==> src/rtl/branch_outcome_tracker_pkg.sv <==
// ----------------------------------------------------------------------------
// branch_outcome_tracker_pkg
//   Definitions shared by the branch outcome tracker and the 2-bit predictor:
//   default sizes, branch direction encoding and the occupancy width helper.
// ----------------------------------------------------------------------------
package branch_outcome_tracker_pkg;

    localparam int unsigned DEPTH_DEF = 4;
    localparam int unsigned CNT_W_DEF = 16;

    typedef enum logic {
        DIR_NOT_TAKEN = 1'b0,
        DIR_TAKEN     = 1'b1
    } dir_e;

    // Occupancy counters must represent 0..depth inclusive.
    function automatic int unsigned occ_w(input int unsigned depth);
        return $clog2(depth) + 1;
    endfunction

endpackage

==> src/rtl/branch_outcome_tracker_outcome_fifo.sv <==
// ----------------------------------------------------------------------------
// outcome_fifo
//   DEPTH x 1 synchronous FIFO holding predicted directions of outstanding
//   branches, oldest at the head.
// Ports
//   clk      in   clock, all updates on posedge
//   rst      in   asynchronous active-high reset, empties the FIFO
//   i_push   in   write i_din at the tail
//   i_din    in   predicted direction to store
//   i_pop    in   discard the head entry
//   i_clear  in   drop every entry (has priority over push/pop)
//   o_head   out  predicted direction of the oldest entry
//   o_count  out  number of valid entries
// ----------------------------------------------------------------------------
module outcome_fifo
    import branch_outcome_tracker_pkg::*;
#(
    parameter int unsigned DEPTH = DEPTH_DEF
) (
    input  logic                      clk,
    input  logic                      rst,
    input  logic                      i_push,
    input  logic                      i_din,
    input  logic                      i_pop,
    input  logic                      i_clear,
    output logic                      o_head,
    output logic [occ_w(DEPTH)-1:0]   o_count
);

    localparam int unsigned PTR_W = $clog2(DEPTH);
    localparam int unsigned OCC_W = occ_w(DEPTH);

    logic [DEPTH-1:0] r_mem;
    logic [PTR_W-1:0] r_wr_ptr;
    logic [PTR_W-1:0] r_rd_ptr;
    logic [OCC_W-1:0] r_count;

    // Power-of-two depth: pointers wrap by natural overflow.
    always_ff @(posedge clk or posedge rst) begin
        if (rst) begin
            r_mem    <= '0;
            r_wr_ptr <= '0;
            r_rd_ptr <= '0;
            r_count  <= '0;
        end else if (i_clear) begin
            r_wr_ptr <= '0;
            r_rd_ptr <= '0;
            r_count  <= '0;
        end else begin
            if (i_push) begin
                r_mem[r_wr_ptr] <= i_din;
                r_wr_ptr        <= r_wr_ptr + PTR_W'(1);
            end
            if (i_pop) begin
                r_rd_ptr <= r_rd_ptr + PTR_W'(1);
            end
            r_count <= r_count + OCC_W'(i_push) - OCC_W'(i_pop);
        end
    end

    assign o_head  = r_mem[r_rd_ptr];
    assign o_count = r_count;

endmodule

==> src/rtl/branch_outcome_tracker.sv <==
// ----------------------------------------------------------------------------
// branch_outcome_tracker
//   Queues each prediction of the 2-bit predictor in issue order, compares it
//   with the resolved direction, trains the predictor (result/taken), flags
//   mispredicts with a wrong-path flush and keeps saturating statistics.
// Ports
//   clk, rst        clock; asynchronous active-high reset
//   issue           branch fetched (also the predictor request)
//   issue_ready     an issue can be accepted this cycle
//   pred            predictor output, valid one cycle after issue
//   resolve_valid   oldest outstanding branch resolved
//   resolve_taken   its actual direction
//   resolve_ready   resolve accepted on this edge
//   result, taken   training strobe / direction to the predictor
//   mispredict      1-cycle pulse when prediction != actual
//   flush           1-cycle pulse alongside mispredict
//   occupancy       valid queue entries
//   branch_cnt      resolved branches (saturating)
//   mispred_cnt     mispredicted branches (saturating)
//   overflow_err    sticky: issue while !issue_ready
//   underflow_err   sticky: resolve with nothing outstanding
// ----------------------------------------------------------------------------
module branch_outcome_tracker
    import branch_outcome_tracker_pkg::*;
#(
    parameter int unsigned DEPTH = DEPTH_DEF,
    parameter int unsigned CNT_W = CNT_W_DEF
) (
    input  logic                     clk,
    input  logic                     rst,
    input  logic                     issue,
    output logic                     issue_ready,
    input  logic                     pred,
    input  logic                     resolve_valid,
    input  logic                     resolve_taken,
    output logic                     resolve_ready,
    output logic                     result,
    output logic                     taken,
    output logic                     mispredict,
    output logic                     flush,
    output logic [occ_w(DEPTH)-1:0]  occupancy,
    output logic [CNT_W-1:0]         branch_cnt,
    output logic [CNT_W-1:0]         mispred_cnt,
    output logic                     overflow_err,
    output logic                     underflow_err
);

    localparam int unsigned OCC_W = occ_w(DEPTH);

    logic             r_issue_d;
    logic             r_result;
    logic             r_taken;
    logic             r_mispredict;
    logic             r_overflow;
    logic             r_underflow;
    logic [CNT_W-1:0] r_branch_cnt;
    logic [CNT_W-1:0] r_mispred_cnt;

    logic [OCC_W-1:0] w_occ;
    logic             w_head;
    dir_e             w_head_dir;
    logic             w_issue_ready;
    logic             w_resolve_ready;
    logic             w_resolve_try;
    logic             w_occ_nz;
    logic             w_accept;
    logic             w_mispredict;

    // A pending issue_d already owns a slot, so it counts against capacity.
    assign w_issue_ready   = (w_occ + OCC_W'(r_issue_d)) < OCC_W'(DEPTH);
    // The predictor ignores result while request is high, so a new resolve
    // must wait until the held result has been consumed.
    assign w_resolve_ready = !(r_result && issue);
    assign w_resolve_try   = resolve_valid && w_resolve_ready;
    assign w_occ_nz        = (w_occ != '0);
    assign w_accept        = w_resolve_try && w_occ_nz;
    assign w_head_dir      = dir_e'(w_head);
    assign w_mispredict    = w_accept && (w_head_dir != dir_e'(resolve_taken));

    outcome_fifo #(
        .DEPTH (DEPTH)
    ) u_fifo (
        .clk     (clk),
        .rst     (rst),
        .i_push  (r_issue_d && !w_mispredict),
        .i_din   (pred),
        .i_pop   (w_accept && !w_mispredict),
        .i_clear (w_mispredict),
        .o_head  (w_head),
        .o_count (w_occ)
    );

    always_ff @(posedge clk or posedge rst) begin
        if (rst) begin
            r_issue_d     <= 1'b0;
            r_result      <= 1'b0;
            r_taken       <= DIR_NOT_TAKEN;
            r_mispredict  <= 1'b0;
            r_overflow    <= 1'b0;
            r_underflow   <= 1'b0;
            r_branch_cnt  <= '0;
            r_mispred_cnt <= '0;
        end else begin
            // A mispredict squashes the pending and the same-cycle issue as
            // wrong-path work; neither counts as an overflow.
            r_issue_d <= issue && w_issue_ready && !w_mispredict;
            if (issue && !w_issue_ready && !w_mispredict) begin
                r_overflow <= 1'b1;
            end
            if (w_resolve_try && !w_occ_nz) begin
                r_underflow <= 1'b1;
            end

            if (w_accept) begin
                r_result <= 1'b1;
                r_taken  <= resolve_taken;
            end else if (!issue) begin
                r_result <= 1'b0;
                r_taken  <= DIR_NOT_TAKEN;
            end

            r_mispredict <= w_mispredict;

            if (w_accept && (r_branch_cnt != '1)) begin
                r_branch_cnt <= r_branch_cnt + CNT_W'(1);
            end
            if (w_mispredict && (r_mispred_cnt != '1)) begin
                r_mispred_cnt <= r_mispred_cnt + CNT_W'(1);
            end
        end
    end

    assign issue_ready   = w_issue_ready;
    assign resolve_ready = w_resolve_ready;
    assign result        = r_result;
    assign taken         = r_taken;
    assign mispredict    = r_mispredict;
    assign flush         = r_mispredict;
    assign occupancy     = w_occ;
    assign branch_cnt    = r_branch_cnt;
    assign mispred_cnt   = r_mispred_cnt;
    assign overflow_err  = r_overflow;
    assign underflow_err = r_underflow;

endmodule

==> config.mk <==
export PLATFORM = sky130hd
export DESIGN_NAME = branch_outcome_tracker
export DESIGN_NICKNAME = d
export VERILOG_FILES = /design/src/rtl/branch_outcome_tracker_pkg.sv /design/src/rtl/branch_outcome_tracker_outcome_fifo.sv /design/src/rtl/branch_outcome_tracker.sv
export SDC_FILE = /design/constraint.sdc
export NUM_CORES = 1
export LEC_CHECK = 0
export BUFFER_PORTS_ARGS = -buffer_cell sky130_fd_sc_hd__buf_2
export CORE_ASPECT_RATIO = 0.9
export CORE_MARGIN = 2
export CORE_UTILIZATION = 46
export DETAILED_ROUTE_END_ITERATION = 8
export GPL_TIMING_DRIVEN = 0
export MAX_ROUTING_LAYER = met4
export PLACE_DENSITY = 0.66
export SYNTH_ARGS = -nofsm -noshare
export SYNTH_HDL_FRONTEND = slang
export SYNTH_SLANG_ARGS = --single-unit
==> constraint.sdc <==
create_clock -name clk -period 3.6 [get_ports clk]
set_input_delay 0.72 -clock clk [delete_from_list [all_inputs] [get_ports clk]]
set_output_delay 0.72 -clock clk [all_outputs]
set_load 0.02 [all_outputs]
==> metrics.csv <==
stage;metric;value;unit
placement;Cell Area, Placed;2760;sq um
synth;Mapped Nets;234;
critical_path;WS Path Type;flop to flop;
critical_path;CP required;3780;ps
global_routing;largest net degree at the start of global routing;42;
timing;fin crit period;3150;ps
timing;Final setup viols;0;
critical_path;Startpoint Class;flop;
power_and_ir_drop;PD cells;685;nW/um^2
clock_network;maximum buffer depth of the clock tree;2;
floorplanning;Die ar.;5860;sq um
timing;clock skew;8.93;ps
finish;Syn-to-layout area delta;19.0;%
global_routing;GRT Resource Usage Total;0.175;
critical_path;reg2reg end;u_fifo.o_count[2]$_DFF_PP0_;
critical_path;crit path from;u_fifo.r_rd_ptr[1]$_DFFE_PP0P_;
timing;WHS;325;ps
global_routing;grt ovf;0;
finish;Final Non-Filler Cells;343;
floorplanning;Top-Level Pins;49;
timing;FMAX;317;MHz
global_routing;initial antenna violation count;0;
finish;layout cell share with drive strength beyond 1;0.268;
drt;first drt pass iteration count;4;
synth;Synth area leader;dfrtp_1;
finish;design area;2880;sq um
floorplanning;chip width;80.5;um
drt;DR vias;1754;
synth;cells after synthesis;219;
placement;placed instance count;335;
critical_path;Top Family by Delay on Critical Path;adder cells;
global_routing;vias in the first global route;1605;
timing;period utilization;0.876;
clock_network;clock slew at reported path FFs;90;ps
floorplanning;row count;25;
synth;synth unique cells;36;
clock_network;clk sink count;49;
finish;fin nets;290;
placement;HPWL Detailed;3330;um
floorplanning;die height;72.8;um
synth;asr flop ratio synth;1.00;
drt;via density per instance;5.11;
floorplanning;Starting Density;0.469;
synth;Area contributors post-synth;dfrtp_1 (51%), xor2_1 (8.0%), xnor2_1 (4.3%), ha_1 (4.1%), nand3_1 (3.5%);
floorplanning;Core Area;5160;sq um
clock_network;CTS Root Cell;clkbuf_8;
clock_network;setup bufs post-CTS;0;
drt;Routed Antenna Nets;0;
clock_network;worst-skew pair later-pin latency;300;ps
finish;fill count;489;
synth;sequential element share of the synthesized area;0.507;
synth;Synth Area per Inst;11.0;sq um
drt;Detailed Route WL;4570;um
timing;worst-margin pin slew;596;ps
clock_network;CTS-repair resized insts;0;
placement;placer congestion estimate;0.775;
synth;Synth top cells by count;dfrtp_1 (49), nand2_1 (22), xor2_1 (22), nand3_1 (17), nor2_1 (14);
critical_path;Critical path buffers and inverters;4;
critical_path;WP data arrival;3340;ps
drt;average wire per standard cell;13.3;um
power_and_ir_drop;cell leakage power;1.48;nW
power_and_ir_drop;total power;1.97;mW
timing;RSZ-0062 raised after global routing;false;
synth;share of the synthesized area in the top cell type;0.507;
critical_path;Critical-path top delay cell;dfrtp_1;
critical_path;slowest stage delay, CP;440;ps
global_routing;global-route wire length before repair;7710;um
power_and_ir_drop;Peak VDD IR;412;uV
timing;Final Hold Fails;0;
status;status;finished clean;
flow_run;maxcap violations;0;
clock_network;clock buffer count from CTS;5;
synth;Yosys warnings;0;
clock_network;TritonCTS clock tree;built;
timing;fin. max-slew vios;0;
critical_path;Worst setup EP type;flop;
drt;residual DRC count;0;
clock_network;cts hold-fix bufs;0;
placement;port bufs;48;
timing;max_slew headroom;0.603;
critical_path;worst reg-to-reg setup slack;450;ps
critical_path;Max FO, Critical Path;10;
hold_path;Hold Crit Class;input port to asynchronous set/reset pin;
critical_path;crit-path cells;mux2i_1, mux2_4, or3_1, buf_2, buf_2, nand2_1, ha_1, inv_1, ha_1, inv_1, fa_1, xor2_1, xnor2_1, nor2_1;
clock_network;H-tree depth;2;
synth;most common cell in the netlist;dfrtp_1;
critical_path;Worst R2R Path Depth;14;
timing;sum of negative setup slack;0;ps
synth;Synth Register Bits;49;
drt;DR iter-0 viols;72;
synth;Mapped Area;2420;sq um
synth;Primary FF master, synth;dfrtp_1;
critical_path;worst r2r src;u_fifo.r_rd_ptr[1]$_DFFE_PP0P_;
finish;antenna fix cells;0;
synth;Post-synth EDFFs;0;
[cell families (layout without fill, tap and decap cells)]
group,Yosys count,in the layout,synth area share
AND/OR/NAND/NOR,95,95,0.222
AO/OA/AOI/OAI,7,7,0.0176
flip-flops,49,49,0.507
XOR/XNOR,34,34,0.123
buffers and inverters,13,70,0.0259
adder cells (fa/ha/maj),9,9,0.0496
multiplexers,12,12,0.0548
[per-stage QoR]
step | utilization | worst slack [ps]
after floorplan | - | 427
after global placement | 0.532 | 187
after detailed placement | 0.536 | 153
after CTS | 0.558 | 411
after global routing | 0.558 | 192
final | 0.558 | 445
[report_power, final]
part / total [mW] / switching, mW / internal (mW) / leakage [nW]
Sequential: 0.836 / 0.147 / 0.689 / 0.634
Combinational: 0.734 / 0.423 / 0.311 / 0.790
Clock: 0.403 / 0.176 / 0.227 / 0.0585
[cell type report]
class | count | area (sq um) | share of cell area
Sequential cell | 49 | 1230 | 0.426
Multi-Input combinational cell | 157 | 1130 | 0.393
Timing Repair Buffer | 49 | 260 | 0.0904
Clock buffer | 7 | 86.3 | 0.0300
Tap cell | 67 | 83.8 | 0.0291
Buffer | 6 | 36.3 | 0.0126
Clock inverter | 1 | 30.0 | 0.0104
Inverter | 7 | 26.3 | 0.00912
[state kept, by name (all words and copies together) (netlist names)]
name             cells
r_issue_d            1
mispred_cnt         16
overflow_err         1
result               1
flush                1
u_fifo.o_count       3
branch_cnt          16
taken                1
u_fifo.r_wr_ptr      2
u_fifo.r_mem         4
underflow_err        1
u_fifo.r_rd_ptr      2
[worst max-delay path by stage]
stage / slack [ps] / end / depth (start not counted)
2_1_floorplan: 430 / u_fifo.o_count[2]$_DFF_PP0_ / 14
3_3_place_gp: 190 / u_fifo.o_count[2]$_DFF_PP0_ / 15
3_5_place_dp: 150 / u_fifo.o_count[2]$_DFF_PP0_ / 15
4_1_cts: 410 / u_fifo.o_count[2]$_DFF_PP0_ / 14
5_1_grt: 190 / u_fifo.o_count[2]$_DFF_PP0_ / 14
6_report: 450 / u_fifo.o_count[2]$_DFF_PP0_ / 14
[layout by cell type (no fill, tap or decap), types with 2 or more instances in the layout]
cell type	netlist	final
buf_2	2	50
dfrtp_1	49	49
nand2_1	22	22
xor2_1	22	22
nand3_1	17	17
nor2_1	14	14
xnor2_1	12	12
ha_1	8	8
and3_1	7	7
nand4_1	6	6
mux2_2	6	6
nor3_1	6	6
inv_1	7	6
clkbuf_8	0	6
mux2i_1	5	5
and4_1	4	4
nor4_2	4	4
nand2b_1	3	3
and2_1	3	3
or3_1	2	2
o21bai_1	2	2
clkbuf_1	1	2
a31oi_1	2	2
a21oi_1	2	2
[layer usage]
metal,global-route usage,share of wire,routed length [um],up-vias
li1,-,-,-,869
met1,0.242,0.50,2270,833
met2,0.255,0.44,1990,42
met3,0.0359,0.046,208,10
met4,0.0678,0.022,99,0
met5,-,0,0,-
No activity file was read; power rests on OpenSTA's default activity.
